--- src/rtl/ship_pkg.sv ---
// Shared widths and FSM state encoding for the ship kinematics block.
package ship_pkg;
  localparam int PHASE_W  = 10;
  localparam int TRIG_W   = 18;
  localparam int VEL_W    = 16;
  localparam int POS_FRAC = 8;

  typedef enum logic [2:0] {
    S_IDLE,
    S_ROTATE,
    S_WAIT1,
    S_WAIT2,
    S_VEL,
    S_DRAG,
    S_POS
  } state_t;
endpackage

--- src/rtl/wrap_add.sv ---
// Adds a signed Q8.8 velocity to an unsigned Q.8 position, wrapping once modulo MAX<<8.
module wrap_add
  import ship_pkg::*;
#(
  parameter int MAX = 640,
  parameter int W   = 18
) (
  input  logic              [W-1:0]     p,
  input  logic signed       [VEL_W-1:0] v,
  output logic              [W-1:0]     q
);

  localparam int SW = W + 2;
  localparam logic signed [SW-1:0] LIM = SW'(MAX << POS_FRAC);

  logic signed [SW-1:0] s;

  assign s = $signed({2'b00, p}) + SW'(v);

  // |v| is well below MAX<<8, so a single correction always lands in range
  always_comb begin
    q = s[W-1:0];
    if (s[SW-1])
      q = W'(s + LIM);
    else if (s >= LIM)
      q = W'(s - LIM);
  end

endmodule

--- src/rtl/ship_motion.sv ---
// Per-frame ship update: heading, thrust along heading, drag, wrapping position.
// state    | meaning
// S_IDLE   | waiting for frame_tick, controls latched on tick
// S_ROTATE | heading/phase stepped
// S_WAIT1  | sin_cos pipeline stage 1
// S_WAIT2  | sin_cos pipeline stage 2
// S_VEL    | thrust added, saturated to +-VMAX
// S_DRAG   | velocity decays toward zero
// S_POS    | position advanced and wrapped, done pulsed
module ship_motion
  import ship_pkg::*;
#(
  parameter int X_MAX        = 640,
  parameter int Y_MAX        = 480,
  parameter int ROT_STEP     = 8,
  parameter int THRUST_SHIFT = 11,
  parameter int DRAG_SHIFT   = 6,
  parameter int VMAX         = 1024
) (
  input  logic                      clk,
  input  logic                      reset,
  input  logic                      frame_tick,
  input  logic                      rot_left,
  input  logic                      rot_right,
  input  logic                      thrust,
  output logic        [PHASE_W-1:0] phase,
  input  logic signed [TRIG_W-1:0]  sin_val,
  input  logic signed [TRIG_W-1:0]  cos_val,
  output logic        [PHASE_W-1:0] heading,
  output logic signed [VEL_W-1:0]   vel_x,
  output logic signed [VEL_W-1:0]   vel_y,
  output logic        [9:0]         pos_x,
  output logic        [8:0]         pos_y,
  output logic                      busy,
  output logic                      done
);

  localparam int XW = 18;
  localparam int YW = 17;
  localparam int SW = VEL_W + 1;
  localparam logic [XW-1:0] X_INIT = XW'((X_MAX / 2) << POS_FRAC);
  localparam logic [YW-1:0] Y_INIT = YW'((Y_MAX / 2) << POS_FRAC);
  localparam logic signed [SW-1:0] VMAX_S = SW'(VMAX);

  state_t state;
  logic lat_l, lat_r, lat_t;
  logic [XW-1:0] px, px_next;
  logic [YW-1:0] py, py_next;
  logic signed [TRIG_W-1:0] inc_x, inc_y;
  logic signed [SW-1:0] sum_x, sum_y;

  assign inc_x = cos_val >>> THRUST_SHIFT;
  assign inc_y = sin_val >>> THRUST_SHIFT;
  // screen y grows downward, so positive sin pushes vel_y negative
  assign sum_x = SW'(vel_x) + SW'(inc_x);
  assign sum_y = SW'(vel_y) - SW'(inc_y);

  assign heading = phase;
  assign pos_x   = px[XW-1:POS_FRAC];
  assign pos_y   = py[YW-1:POS_FRAC];

  function automatic logic signed [VEL_W-1:0] sat(input logic signed [SW-1:0] s);
    if (s > VMAX_S)
      return VEL_W'(VMAX_S);
    else if (s < -VMAX_S)
      return VEL_W'(-VMAX_S);
    else
      return VEL_W'(s);
  endfunction

  // Sign-magnitude decay so negative velocities truncate toward zero too
  function automatic logic signed [VEL_W-1:0] drag(input logic signed [VEL_W-1:0] v);
    logic [VEL_W-1:0] mag;
    logic [VEL_W-1:0] d;
    mag = v[VEL_W-1] ? VEL_W'(-v) : VEL_W'(v);
    d   = mag >> DRAG_SHIFT;
    return v[VEL_W-1] ? v + $signed(d) : v - $signed(d);
  endfunction

  wrap_add #(.MAX(X_MAX), .W(XW)) u_wrap_x (.p(px), .v(vel_x), .q(px_next));
  wrap_add #(.MAX(Y_MAX), .W(YW)) u_wrap_y (.p(py), .v(vel_y), .q(py_next));

  always_ff @(posedge clk or posedge reset) begin
    if (reset) begin
      state <= S_IDLE;
      lat_l <= 1'b0;
      lat_r <= 1'b0;
      lat_t <= 1'b0;
      phase <= '0;
      vel_x <= '0;
      vel_y <= '0;
      px    <= X_INIT;
      py    <= Y_INIT;
      busy  <= 1'b0;
      done  <= 1'b0;
    end else begin
      case (state)
        S_IDLE: begin
          done <= 1'b0;
          if (frame_tick) begin
            lat_l <= rot_left;
            lat_r <= rot_right;
            lat_t <= thrust;
            busy  <= 1'b1;
            state <= S_ROTATE;
          end
        end
        S_ROTATE: begin
          if (lat_l && !lat_r)
            phase <= phase + PHASE_W'(ROT_STEP);
          else if (lat_r && !lat_l)
            phase <= phase - PHASE_W'(ROT_STEP);
          state <= S_WAIT1;
        end
        S_WAIT1: state <= S_WAIT2;
        S_WAIT2: state <= S_VEL;
        S_VEL: begin
          if (lat_t) begin
            vel_x <= sat(sum_x);
            vel_y <= sat(sum_y);
          end
          state <= S_DRAG;
        end
        S_DRAG: begin
          vel_x <= drag(vel_x);
          vel_y <= drag(vel_y);
          state <= S_POS;
        end
        S_POS: begin
          px    <= px_next;
          py    <= py_next;
          done  <= 1'b1;
          busy  <= 1'b0;
          state <= S_IDLE;
        end
        default: state <= S_IDLE;
      endcase
    end
  end

endmodule

--- config.mk ---
export PLATFORM = sky130hd
export DESIGN_NAME = ship_motion
export DESIGN_NICKNAME = d
export VERILOG_FILES = /design/src/rtl/ship_pkg.sv /design/src/rtl/wrap_add.sv /design/src/rtl/ship_motion.sv
export SDC_FILE = /design/constraint.sdc
export NUM_CORES = 1
export LEC_CHECK = 0
export ABC_AREA = 1
export ABC_CLOCK_PERIOD_IN_PS = 4900
export BUFFER_PORTS_ARGS = -buffer_cell sky130_fd_sc_hd__buf_4
export CORE_ASPECT_RATIO = 0.8
export CORE_UTILIZATION = 60
export DETAILED_ROUTE_END_ITERATION = 8
export GPL_ROUTABILITY_DRIVEN = 0
export MAX_ROUTING_LAYER = met4
export PLACE_DENSITY = 0.86
export SETUP_SLACK_MARGIN = 0.4
export SYNTH_ARGS = -nofsm -noshare
export SYNTH_HDL_FRONTEND = slang
export SYNTH_SLANG_ARGS = --single-unit
--- constraint.sdc ---
create_clock -name clk -period 4.9 [get_ports clk]
set_clock_uncertainty 0.2 [all_clocks]
set_input_delay 0.98 -clock clk [delete_from_list [all_inputs] [get_ports clk]]
set_output_delay 0.98 -clock clk [all_outputs]
set_load 0.01 [all_outputs]
==> implementation parameters, run 1 <==
Parameter                              Value

Status
  Status ... finished clean

GRT
  Vias in the first global route ... approximately 11,000
  Remaining global-route overflow ... 0
  Antenna violations before repair ... 0
  Overall routing resource usage ... 33.0%
  Wire length of the first global-routing pass ... ~50 mm
  Maximum number of pins on one net before global-route repair ... 48

Floorplanning
  Effective utilization at floorplan ... 61.3%
  Die Span X ... 154 µm
  Core box area ... approximately 0.018 mm²
  Die height ... 124 µm
  Row Count ... 44
  Number of top-level pins ... 115
  Full die area ... 0.0191 mm²

Yosys
  Cell area after synthesis ... 0.0111 mm²
  Compound-Gate Fraction of Synth Area ... about 17%
  Number of enable flip-flop cells after synthesis ... 0
  Multiplexer share of the synthesized area ... 0.382%
  Number of warnings reported in the yosys synthesis log ... 0
  Syn Area/Cell ... 6.33 µm²
  Arithmetic-cell share of the synthesized area counting full adders, half adders and majority gates ... 14.0%
  Proportion of synthesized chip area in sequential cells ... about 18%
  Syn Inst Count ... 1,759
  Simple logic cell fraction of the synthesized area ... 35.2%
  Commonest register cell after synthesis ... sky130_fd_sc_hd__dfrtp_1
  Yosys reg bits ... 82
  Largest family of logic cells by synthesized area ... simple AND/OR/NAND/NOR gates
  FFs w/ async S/R, synth ... 100%
  Fraction of synthesized cell area in xor and xnor cells ... 4.30%
  Synth unique cells ... 56

Detailed routing
  Via count of the routed design ... approximately 12,000
  Wirelength, routed ... roughly 30 mm
  Total met3 wirelength after detailed routing ... 2.45 mm
  Residual antenna-violating net count after detailed routing ... 0
  Metal-1 WL ... ~13 mm
  Total iterations of the first detailed-routing run ... 6
  Via density ... 5.77
  Uppermost metal layer occupied by signal nets ... met4
  DR WL met2 ... 13.4 mm
  Number of remaining DRC errors ... 0
  Number of DRC markers after the initial detailed-route iteration ... 1,035
  Mean routed wirelength per cell ... 14.6 µm

Layout
  Final net count ... a little under 2,000
  Leading cell types in the layout, fill and taps excluded ... 448 x sky130_fd_sc_hd__nand2_1, 208 x sky130_fd_sc_hd__inv_1, 175 x sky130_fd_sc_hd__nor2_1
  Post-synthesis to final-layout area growth ... 8.91%
  Most common library cell in the layout ignoring fill and taps ... sky130_fd_sc_hd__nand2_1
  Layout cell share with drive strength beyond 1 ... 12.7%
  Final antenna diode count ... 0

Critical path
  Worst-path maximum fanout ... 7
  Nature of the critical path startpoint ... flop
  Worst path required time ... roughly 5000 ps
  Critical path, cell by cell ... inv_1, nand4_1, nor2_2, nor2_1, xor2_1, inv_1, ha_1, nand2_1, nor2_1, nand3_1, o21ai_2, xor2_1, ha_1, a21oi_1, nor2_1, a211oi_2, nand3_1, nand3_1, nand3_1, a21oi_1, o21ai_0, a31oi_1
  Cell type with the highest occurrence count on the critical path ... sky130_fd_sc_hd__nand3_1
  Crit. End Element ... flop
  Worst path slowest cell ... sky130_fd_sc_hd__dfrtp_1
  Buffer and inverter count on the worst path ... 2
  Critical Setup Path Class ... flop to flop
  Worst EP arrival ... around 4300 ps
  Critical path's top delay family ... simple AND/OR/NAND/NOR gates
  Largest stage delay on the critical path ... 520 ps

STA
  Slack of the critical path ... 723 ps
  Setup repair after global routing missed its margin ... false
  Worst-Margin Slew ... ~1000 ps
  Count of endpoints failing setup in the final report ... 0
  Clock period minus worst slack ... 4180 ps
  Number of max-slew violations in the final report ... 0
  Fmax ... around 0.24 GHz
  Part of the cycle the worst path needs ... 85.2%
  Final number of hold-violating endpoints ... 0
  Tightest slew margin relative to the limit ... 31.6%
  TNS Setup ... 0 ps

Placed design
  Detailed placement HPWL ... 23.1 mm
  Post-place setup slack ... 766 ps
  Number of buffers added on ports ... 86

Hold path
  Worst min path class ... flop to flop

CTS
  Clock input transition at the sequential cells of the worst setup and hold paths ... approximately 70 ps
  Source-to-sink clock delay at the later pin of the worst-skew pair ... around 350 ps
  Clock tree from TritonCTS ... done
  Buffer depth of the longest clock path ... 2
  Number of clock sinks seen by CTS ... 82
  Clock tree root driver cell ... sky130_fd_sc_hd__clkbuf_16
  Depth of the CTS H-tree ... 3
  Hold-fix buffers at CTS ... 0
  Inserted Clock Buffers ... 9

Flow run
  Number of max-cap violations ... 0
cell usage after synthesis, types with 5 or more instances:
cell                       instances  share of area [%]
sky130_fd_sc_hd__a21boi_0          5               0.34
sky130_fd_sc_hd__a21o_1           10               0.67
sky130_fd_sc_hd__a21oi_1         137                6.2
sky130_fd_sc_hd__a21oi_2          20                1.6
sky130_fd_sc_hd__a31oi_1          22                1.2
sky130_fd_sc_hd__buf_2             7               0.31
sky130_fd_sc_hd__buf_4            33                2.2
sky130_fd_sc_hd__clkbuf_1         16               0.54
sky130_fd_sc_hd__dfrtp_1          76                 17
sky130_fd_sc_hd__dfstp_2           6                1.4
sky130_fd_sc_hd__fa_1              7                1.3
sky130_fd_sc_hd__ha_1            113                 13
sky130_fd_sc_hd__inv_1           209                7.0
sky130_fd_sc_hd__inv_2            12               0.40
sky130_fd_sc_hd__nand2_1         448                 15
sky130_fd_sc_hd__nand2_2          27                1.5
sky130_fd_sc_hd__nand3_1         140                6.3
sky130_fd_sc_hd__nand3_2          10               0.90
sky130_fd_sc_hd__nand3b_1          9               0.61
sky130_fd_sc_hd__nand4_1          27                1.5
sky130_fd_sc_hd__nor2_1          176                5.9
sky130_fd_sc_hd__nor2_2           15               0.84
sky130_fd_sc_hd__nor3_1           13               0.58
sky130_fd_sc_hd__nor4_1            5               0.28
sky130_fd_sc_hd__o21a_1            7               0.47
sky130_fd_sc_hd__o21ai_0         109                4.9
sky130_fd_sc_hd__o21ai_1           7               0.31
sky130_fd_sc_hd__xnor2_1          18                1.4
sky130_fd_sc_hd__xor2_1           28                2.2
flip-flops by register name, summed over array words and instances, names as in the netlist:
signal   count
done         1
busy         1
lat_r        1
px          18
vel_y       16
state        3
py          17
vel_x       16
heading      7
lat_t        1
lat_l        1
kinds of logic (layout without fill, tap and decap cells):
| family | count (synthesis) | count (layout) |
|---|---|---|
| XOR/XNOR | 50 | 50 |
| multiplexers | 4 | 4 |
| buffers and inverters | 280 | 334 |
| other | 1 | 6 |
| AO/OA/AOI/OAI | 335 | 335 |
| AND/OR/NAND/NOR | 887 | 887 |
| adder cells (fa/ha/maj) | 120 | 120 |
| flip-flops | 82 | 82 |
per-stage QoR:
step | hold slack, ps | util (%) | cell area, µm² | cells
after CTS | 287 | 66.7 | 12100 | 2048
after global routing | 314 | 66.8 | 12100 | 2048
after detailed placement | 271 | 65.0 | 11800 | 2032
after floorplan | 246 | - | 11200 | 1764
final | 282 | 66.8 | 12100 | 2048
after global placement | 258 | 65.0 | 11800 | 2032
per-layer routing:
layer  track usage [%]  vias up
li1                  -     5900
met1              43.7     5338
met2              52.7      508
met3              4.28       68
met4              11.0        0
met5                 -        -
timing repair:
action                     CTS  global route
setup endpoints to repair    0             4
setup buffers                0             0
gates resized for setup      0             3
worst paths after layout:
path                           from         to  slack [ps]  cells after the start
max                        vel_y[4]  vel_y[13]         720                     22
min                           px[0]      px[0]         280                      2
max reg2reg                vel_y[4]  vel_y[13]         720                     22
min reg2reg                   px[0]      px[0]         280                      2
max in group asynchronous     reset     py[14]        2900                      3
min in group asynchronous     reset     px[15]         560                      2
worst min-delay path, cell delays in order, from the launching register on:
cell and delay [ps]:
sky130_fd_sc_hd__dfrtp_1 350, sky130_fd_sc_hd__nand2_1 50, sky130_fd_sc_hd__nand2_1 50
area by class of cell:
| type | instances | area [µm²] |
|---|---|---|
| inverters | 222 | 835 |
| flip-flops and latches | 82 | 2060 |
| repair buffers | 96 | 721 |
| well taps | 230 | 288 |
| clock inverters | 7 | 86.3 |
| multi-input cells | 1402 | 7910 |
| clock buffers | 9 | 225 |
| fillers | 1633 | 6040 |
Power of run 1 is not shown: default switching activity piles up to over one toggle a cycle in this logic, so the estimate is an artifact.
==> run 2, diff against run 1 <==
--- a/config.mk
+++ b/config.mk
@@ -9,6 +9,7 @@
 export ABC_CLOCK_PERIOD_IN_PS = 4900
 export BUFFER_PORTS_ARGS = -buffer_cell sky130_fd_sc_hd__buf_4
 export CORE_ASPECT_RATIO = 0.8
+export CORE_MARGIN = 2
 export CORE_UTILIZATION = 60
 export DETAILED_ROUTE_END_ITERATION = 8
 export GPL_ROUTABILITY_DRIVEN = 0
==> run 2 against run 1 <==
- maximum frequency rose by 0.30%
- setup slack improved by 12 ps
- die area rose by 2.9%
==> implementation parameters, run 2 (same netlist as run 1, synthesis figures left out) <==
Parameter                              Value

Detailed routing
  Residual antenna-violating net count after detailed routing ... 0
  Mean routed wirelength per cell ... roughly 15 µm
  Wirelength, routed ... 29.9 mm
  Via density ... 5.78
  Number of remaining DRC errors ... 0
  Total iterations of the first detailed-routing run ... 7
  Via count of the routed design ... 11,800
  Number of DRC markers after the initial detailed-route iteration ... 982

STA
  Number of max-slew violations in the final report ... 0
  Count of endpoints failing setup in the final report ... 0
  Fmax ... 0.240 GHz
  Setup repair after global routing missed its margin ... true
  Worst slack on hold paths ... 284 ps
  Part of the cycle the worst path needs ... approximately 85%
  Tightest slew margin relative to the limit ... roughly a third
  Final number of hold-violating endpoints ... 0
  TNS Setup ... 0 ps
  Clock period minus worst slack ... 4160 ps
  Worst-Margin Slew ... between 900 and 1000 ps

Layout
  Post-synthesis to final-layout area growth ... 9.10%
  Final design instance area without fill ... about 0.012 mm²
  Fill cell count ... 1,649
  Layout cell share with drive strength beyond 1 ... 12.7%
  Final antenna diode count ... 0
  Final net count ... 1,974
  Max FFs per register ... 18
  Final Instance Count excl. Fillers ... 2,047
  Register name with the most flops ... px
  Leading cell types in the layout, fill and taps excluded ... 448 x sky130_fd_sc_hd__nand2_1, 208 x sky130_fd_sc_hd__inv_1, 175 x sky130_fd_sc_hd__nor2_1
  Most common library cell in the layout ignoring fill and taps ... sky130_fd_sc_hd__nand2_1
  Regs by FF count ... px (18), py (17)

GRT
  Remaining global-route overflow ... 0
  Antenna violations before repair ... 0
  Overall routing resource usage ... a little under a third
  Wire length of the first global-routing pass ... approximately 49 mm
  Maximum number of pins on one net before global-route repair ... 48
  Vias in the first global route ... 10,600

Floorplanning
  Core box area ... 0.0182 mm²
  Row Count ... 44
  Full die area ... between 0.015 and 0.02 mm²
  Number of top-level pins ... approximately 120
  Die height ... 126 µm
  Effective utilization at floorplan ... 61.3%
  Die Span X ... 156 µm

Critical path
  Critical Path Source ... vel_y[4]
  Worst EP arrival ... ~4200 ps
  Critical Setup Path Class ... flop to flop
  Last element of the critical path ... vel_y[14]
  Worst path required time ... 4970 ps
  Critical path, cell by cell ... inv_1, nand4_1, nor2_4, nor2_1, xor2_1, inv_1, ha_1, nand2_1, nor2_1, nand3_1, o21ai_2, xor2_1, ha_1, nand2_1, nor2_1, nand3_1, nand3_1, nand3_1, nand2_1, a21boi_0, xnor2_1, a21oi_1, a21oi_1
  Worst path slowest cell ... sky130_fd_sc_hd__dfrtp_1
  Cell type with the highest occurrence count on the critical path ... sky130_fd_sc_hd__nand3_1
  Worst-path maximum fanout ... 7
  Largest stage delay on the critical path ... ~510 ps
  R2R setup slack ... 740 ps
  Nature of the critical path startpoint ... flop
  Length in cells of the worst reg-to-reg path ... 23
  Destination of the worst register-to-register timing path ... vel_y[14]
  Reg-to-reg startpoint ... vel_y[4]
  Crit. End Element ... flop

CTS
  Hold-fix buffers at CTS ... 0
  Number of clock sinks seen by CTS ... 82
  Post-CTS Setup Repair Bufs ... 0
  Buffer depth of the longest clock path ... 2
  Number of resized instances in the post-cts repair step ... 0
  Inserted Clock Buffers ... 9
  Source-to-sink clock delay at the later pin of the worst-skew pair ... 350 ps
  Clock input transition at the sequential cells of the worst setup and hold paths ... roughly 70 ps
  Clock tree root driver cell ... sky130_fd_sc_hd__clkbuf_16
  Depth of the CTS H-tree ... 3
  Clock tree from TritonCTS ... done

Status
  Status ... finished clean

Placed design
  Number of buffers added on ports ... between 80 and 90
  Placed standard-cell area ... 0.0118 mm²
  Cells after DPL ... 2,031
  Detailed placement HPWL ... 23.0 mm

Hold path
  Worst min path class ... flop to flop
  Count of cells along the worst hold path ... 2

Flow run
  Number of max-cap violations ... 0
-- run 2: layer usage --
| layer | vias up | part of all wire (%) | GRT usage (%) |
|---|---|---|---|
| met5 | - | 0 | - |
| met2 | 514 | 45 | 49.8 |
| met4 | 0 | 2.1 | 7.34 |
| li1 | 5887 | - | - |
| met1 | 5353 | 45 | 42.0 |
| met3 | 76 | 8.2 | 4.09 |
-- run 2: through the flow --
stage / util [%] / setup slack, ps
after global routing: 66.9 / 369
after floorplan: - / 1430
after detailed placement: 65.0 / 834
after CTS: 66.8 / 793
final: 66.9 / 735
after global placement: 65.0 / 995
-- run 2: layout make-up --
cell class | count | area (µm²) | share of cell area, %
Clock inverter | 6 | 95.1 | 0.783
Timing Repair Buffer | 95 | 713 | 5.87
Multi-Input combinational cell | 1402 | 7920 | 65.2
Inverter | 222 | 835 | 6.87
Tap cell | 230 | 288 | 2.37
Clock buffer | 10 | 239 | 1.97
Sequential cell | 82 | 2060 | 17.0
-- run 2: worst min path at each step --
| stage | start | end | slack [ps] |
|---|---|---|---|
| after floorplan | px[0] | px[0] | 250 |
| after global placement | px[0] | px[0] | 260 |
| after detailed placement | px[0] | px[0] | 270 |
| after CTS | px[16] | px[16] | 290 |
| after global routing | px[4] | px[4] | 310 |
| final | px[0] | px[0] | 280 |
-- run 2: worst max-delay path, delay by kind of cell, from the launching register on --
kind,cells,cell delay [ps]
AND/OR/NAND/NOR,12,1440
AO/OA/AOI/OAI,4,660
XOR/XNOR,3,540
flip-flops,1,510
adder cells (fa/ha/maj),2,480
buffers and inverters,2,240
Power of run 2 is left out for the same reason.
